**config.mk**
```make
export PLATFORM = sky130hd
export DESIGN_NAME = rr_grant_arbiter_16_flat
export DESIGN_NICKNAME = d
export VERILOG_FILES = /design/src/rtl/rr_grant_arbiter_16_if.sv /design/src/rtl/rr_grant_arbiter_16.sv /design/src/flat_wrapper.sv
export SDC_FILE = /design/constraint.sdc
export NUM_CORES = 1
export LEC_CHECK = 0
export ABC_CLOCK_PERIOD_IN_PS = 5200
export BUFFER_PORTS_ARGS = -buffer_cell sky130_fd_sc_hd__clkbuf_2
export CORE_MARGIN = 8
export CORE_UTILIZATION = 55
export CTS_CLUSTER_SIZE = 28
export DETAILED_ROUTE_END_ITERATION = 8
export GPL_TIMING_DRIVEN = 1
export PLACE_DENSITY_LB_ADDON = 0.12
export SLEW_MARGIN = 10
export SYNTH_ARGS = -nofsm -noshare
export SYNTH_HDL_FRONTEND = slang
export SYNTH_SLANG_ARGS = --single-unit
```
**constraint.sdc**
```tcl
create_clock -name clk -period 5.2 [get_ports clk]
set_clock_uncertainty 0.15 [all_clocks]
set_input_delay 0.52 -clock clk [delete_from_list [all_inputs] [get_ports clk]]
set_output_delay 0.52 -clock clk [all_outputs]
set_load 0.02 [all_outputs]
```
**src/rtl/rr_grant_arbiter_16_if.sv**
```systemverilog
// rtl/rr_grant_arbiter_16_if.sv - request/grant handshake bundle for the 16-way round-robin arbiter

interface rr_grant_arbiter_16_if #(
   parameter int N     = 16,
   parameter int IDX_W = 4
);
   // requester side
   logic [N-1:0]     req;
   // grant offer handshake
   logic             grant_valid;
   logic             grant_ready;
   logic [N-1:0]     grant_onehot;
   logic [IDX_W-1:0] grant_idx;
   // ownership tracking; release is a reserved word, hence release_pulse
   logic             busy;
   logic             release_pulse;

   // requesters / consumer drive the bundle
   modport master (
      output req,
      output grant_ready,
      output release_pulse,
      input  grant_valid,
      input  grant_onehot,
      input  grant_idx,
      input  busy
   );

   // the arbiter answers on the bundle
   modport slave (
      input  req,
      input  grant_ready,
      input  release_pulse,
      output grant_valid,
      output grant_onehot,
      output grant_idx,
      output busy
   );
endinterface

```
**src/rtl/rr_grant_arbiter_16.sv**
```systemverilog
// rtl/rr_grant_arbiter_16.sv - registered round-robin arbiter, one-hot grant held until release

module rr_grant_arbiter_16 #(
   parameter int N     = 16,
   parameter int IDX_W = 4
) (
   input  logic                  clk,
   input  logic                  resetn,
   rr_grant_arbiter_16_if.slave  bus
);

   localparam logic [1:0] S_IDLE  = 2'd0;
   localparam logic [1:0] S_OFFER = 2'd1;
   localparam logic [1:0] S_BUSY  = 2'd2;

   logic [1:0]       r_state;
   logic [IDX_W-1:0] r_ptr;
   logic [N-1:0]     r_onehot;
   logic [IDX_W-1:0] r_idx;
   logic             r_valid;
   logic             r_busy;

   logic             w_found;
   logic [IDX_W-1:0] w_win;
   logic [N-1:0]     w_win_onehot;

   // priority search starting just after the last accepted owner; the index
   // add wraps modulo N because N is a power of two, and k=N-1 lands on r_ptr
   always_comb begin
      logic [IDX_W-1:0] cand;
      w_found = 1'b0;
      w_win   = '0;
      cand    = '0;
      for (int k = 0; k < N; k++) begin
         cand = r_ptr + IDX_W'(k + 1);
         if (!w_found && bus.req[cand]) begin
            w_found = 1'b1;
            w_win   = cand;
         end
      end
   end

   assign w_win_onehot = {{(N-1){1'b0}}, 1'b1} << w_win;

   // grant FSM: search only in IDLE, freeze the offer, move the pointer on accept
   always_ff @(posedge clk or negedge resetn) begin
      if (!resetn) begin
         r_state  <= S_IDLE;
         r_ptr    <= IDX_W'(N - 1);
         r_onehot <= '0;
         r_idx    <= '0;
         r_valid  <= 1'b0;
         r_busy   <= 1'b0;
      end else begin
         case (r_state)
            S_IDLE: begin
               if (w_found) begin
                  r_state  <= S_OFFER;
                  r_onehot <= w_win_onehot;
                  r_idx    <= w_win;
                  r_valid  <= 1'b1;
               end
            end
            S_OFFER: begin
               // release is deliberately not looked at here
               if (bus.grant_ready) begin
                  r_state <= S_BUSY;
                  r_ptr   <= r_idx;
                  r_valid <= 1'b0;
                  r_busy  <= 1'b1;
               end
            end
            S_BUSY: begin
               if (bus.release_pulse) begin
                  r_state  <= S_IDLE;
                  r_onehot <= '0;
                  r_idx    <= '0;
                  r_busy   <= 1'b0;
               end
            end
            default: begin
               r_state  <= S_IDLE;
               r_onehot <= '0;
               r_idx    <= '0;
               r_valid  <= 1'b0;
               r_busy   <= 1'b0;
            end
         endcase
      end
   end

   assign bus.grant_valid  = r_valid;
   assign bus.grant_onehot = r_onehot;
   assign bus.grant_idx    = r_idx;
   assign bus.busy         = r_busy;

endmodule

```
**src/flat_wrapper.sv**
```systemverilog
// flat-port wrapper written by rule: the top's interface ports become plain ports
module rr_grant_arbiter_16_flat 
#(
   parameter int N     = 16,
   parameter int IDX_W = 4
)
  (clk, resetn, bus_req, bus_grant_ready, bus_release_pulse, bus_grant_valid, bus_grant_onehot, bus_grant_idx, bus_busy);
  rr_grant_arbiter_16_if #(.N(N), .IDX_W(IDX_W)) bus_i ();
  input  logic clk;
  input  logic resetn;
  input wire logic [$bits(bus_i.req)-1:0] bus_req;
  input wire logic [$bits(bus_i.grant_ready)-1:0] bus_grant_ready;
  input wire logic [$bits(bus_i.release_pulse)-1:0] bus_release_pulse;
  output wire logic [$bits(bus_i.grant_valid)-1:0] bus_grant_valid;
  output wire logic [$bits(bus_i.grant_onehot)-1:0] bus_grant_onehot;
  output wire logic [$bits(bus_i.grant_idx)-1:0] bus_grant_idx;
  output wire logic [$bits(bus_i.busy)-1:0] bus_busy;
  assign bus_i.req = bus_req;
  assign bus_i.grant_ready = bus_grant_ready;
  assign bus_i.release_pulse = bus_release_pulse;
  assign bus_grant_valid = bus_i.grant_valid;
  assign bus_grant_onehot = bus_i.grant_onehot;
  assign bus_grant_idx = bus_i.grant_idx;
  assign bus_busy = bus_i.busy;
  rr_grant_arbiter_16 #(.N(N), .IDX_W(IDX_W)) u_core (.clk(clk), .resetn(resetn), .bus(bus_i));
endmodule
```
==> metrics.csv <==
stage,metric,value,unit
synth,syn-cell-area,0.00348,mm2
worst_setup_path,cp_slowest_cell,a2111oi_0,
global_routing,grt_pass1_wl,17400,um
placement,hpwlAfterDp,8530,um
synth,ys_top_cells_by_area,"dfrtp_1, mux4_2, mux2i_1",
finish,final_nets,439,
clocking,clk_pin_slew,0.09,ns
routing,postRouteAntennaNets,0,
worst_setup_path,cp_common_cell,inv_1,
timing,tightest_slew,0.773,ns
synth,synthCells,375,
routing,wl,10900,um
clocking,clock_latency,0.27,ns
finish,n_fill_cell,572,
routing,wire_per_inst,22.4,um
timing,tns,0,ns
clocking,htree_levels,1,
routing,drtIter0Drc,290,
routing,dr_total_vias,3438,
synth,synthDistinctLibCells,71,
floorplan,core,0.00624,mm2
worst_setup_path,r2r_cells,11,
synth,synth-seq-cells,28,
timing,final_hold_viol_count,0,
clocking,cts_resized,0,
placement,dpl_cell_area,0.00375,mm2
global_routing,antenna_found_initial,0,
synth,synth-edff-count,0,
global_routing,grtUsageTotal,24.4,%
placement,port_buffers,41,
global_routing,grt_pass1_vias,3318,
timing,maxSlewHeadroom,47.2,%
floorplan,rows,29,
finish,final_cell_area,0.00382,mm2
timing,slew_violations,0,
routing,drc,0,
worst_setup_path,critPathLaunchType,flip-flop,
synth,ys_top_cells_by_count,"nand2_1, mux2i_1, dfrtp_1",
floorplan,die_h,95.5,um
synth,yosysMostFrequentCell,nand2_1,
floorplan,die_x,95.5,um
timing,rsz0062_at_grt,no,
worst_setup_path,crit_chain,inv_1 -> ha_1 -> inv_1 -> mux4_2 -> mux2_2 -> nand4_2 -> nor2_1 -> a2111oi_0 -> a2bb2oi_1 -> buf_4 -> o41ai_1,
worst_setup_path,crit_arrival,4.56,ns
finish,drive_gt1_share,27.6,%
timing,fmax,219,MHz
floorplan,die_area,0.00912,mm2
placement,gp_congestion,0.968,
timing,min_period_over_period,87.6,%
timing,final-setup-viol-count,0,
worst_hold_path,hold_path_class,in2async,
clocking,postCtsHoldBufs,0,
worst_setup_path,path_max_fanout,14,
clocking,cts_setup_buffers,0,
timing,period_needed,4.56,ns
floorplan,io_pins,42,
run_status,outcome,completed,
synth,yosysWarnings,0,
clocking,clockBufferDepth,2,
worst_setup_path,cp.buffers_inverters,3,
floorplan,start_util,55.7,%
synth,async_flop_share,100,%
finish,area_growth_syn_to_layout,9.93,%
job,cap_violations,0,
clocking,cts_sinks,28,
synth,avgSynthCellArea,9.27,um2
finish,diodes,0,
global_routing,grt_overflow,0,
clocking,root_buffer,clkbuf_8,
synth,syn-num-nets,403,
worst_setup_path,path_depth,11,
worst_setup_path,cp_slowest_stage_delay,0.70,ns
worst_setup_path,critPathKind,reg2reg,
routing,via_per_inst,7.06,
clocking,cts_made_buffers,3,
synth,synth_top_area_cell,dfrtp_1,
synth,netlist.area_leader.share,17.3,%
worst_setup_path,crit_required,5.20,ns
clocking,cts_tree,yes,
routing,firstDrtPassIters,5,
finish,postLayoutCoreUtil,61.2,%
worst_setup_path,path_delay_family,compound AO/OA/AOI/OAI gates,
worst_setup_path,endpoint_kind,flip-flop,
synth,synth_ff_type,dfrtp_1,
global_routing,grt_max_degree,31,
synth,synth-seq-area-share,20.3,%
==> state kept, by name, summed over array words and instances, names as in the netlist <==
signal,count
u_core.bus.busy,1
u_core.bus.grant_onehot,16
u_core.bus.grant_valid,1
u_core.r_ptr,4
u_core.r_state,2
u_core.bus.grant_idx,4
==> final timing paths <==
kind	end	slack, ns	from
setup / recovery	u_core.bus.grant_onehot[14]	0.64	u_core.r_ptr[1]
hold / removal	u_core.bus.grant_onehot[10]	0.12	resetn
setup reg to reg	u_core.bus.grant_onehot[14]	0.64	u_core.r_ptr[1]
hold reg to reg	u_core.bus.grant_onehot[15]	0.33	u_core.bus.grant_onehot[15]
max in group asynchronous	u_core.bus.grant_valid	4.34	resetn
min in group clk	u_core.r_state[0]	0.32	bus_grant_ready
==> cell usage in the layout, fill, tap and decap left out, drive strengths merged, types with 3 or more instances in the layout <==
| master | count |
|---|---|
| ha | 8 |
| mux2i | 32 |
| xnor2 | 6 |
| nand4 | 5 |
| o21a | 5 |
| inv | 7 |
| o22ai | 3 |
| buf | 10 |
| o31ai | 9 |
| nor3 | 7 |
| or2 | 3 |
| nand2b | 5 |
| and2 | 4 |
| clkbuf | 44 |
| nor2b | 3 |
| xor2 | 4 |
| o41ai | 8 |
| a31oi | 3 |
| a21oi | 22 |
| o31a | 3 |
| or3 | 3 |
| o21ai | 20 |
| dfrtp | 24 |
| nand2 | 46 |
| mux2 | 17 |
| a22o | 3 |
| nor2 | 20 |
| dfstp | 4 |
| nand3 | 13 |
| mux4 | 23 |
| o32a | 5 |
| a21boi | 3 |
==> per-stage QoR <==
stage	setup WS, ns	cells	hold slack [ns]
global placement	0.765	483	0.314
CTS	0.741	487	0.135
finish	0.644	487	0.123
detailed placement	0.761	483	0.310
floorplan	0.682	375	0.0744
global route	0.348	487	0.184
==> routing by layer <==
| layer | share of wire [%] | vias to the layer above | global-route usage, % | wire length, um |
|---|---|---|---|---|
| met4 | 4.4 | 0 | 10.4 | 481 |
| met2 | 48 | 176 | 41.7 | 5210 |
| met1 | 41 | 1667 | 30.2 | 4460 |
| met5 | 0 | - | 0 | 0 |
| li1 | - | 1551 | - | - |
| met3 | 6.8 | 44 | 3.15 | 744 |
==> final cells by class <==
type	count	area, um2	area share [%]
clock inverter	1	30.0	0.786
clock buffer	3	41.3	1.08
timing repair buffer	51	280	7.33
multi-input combinational	320	2640	69.1
tap	77	96.3	2.52
sequential	28	706	18.5
inverter	7	26.3	0.687
==> cell families (layout without fill, tap and decap cells) <==
group / Yosys count / after routing / synth area share, %
adder cells (fa/ha/maj): 8 / 8 / 2.88
XOR/XNOR: 10 / 10 / 2.95
flip-flops: 28 / 28 / 20.3
AND/OR/NAND/NOR: 121 / 121 / 17.5
AO/OA/AOI/OAI: 109 / 109 / 22.9
multiplexers: 72 / 72 / 29.8
buffers and inverters: 27 / 62 / 3.71
Power is left out: the tool's default activity adds up to more than one toggle a clock period on the data nets, which glitch-free logic cannot reach.
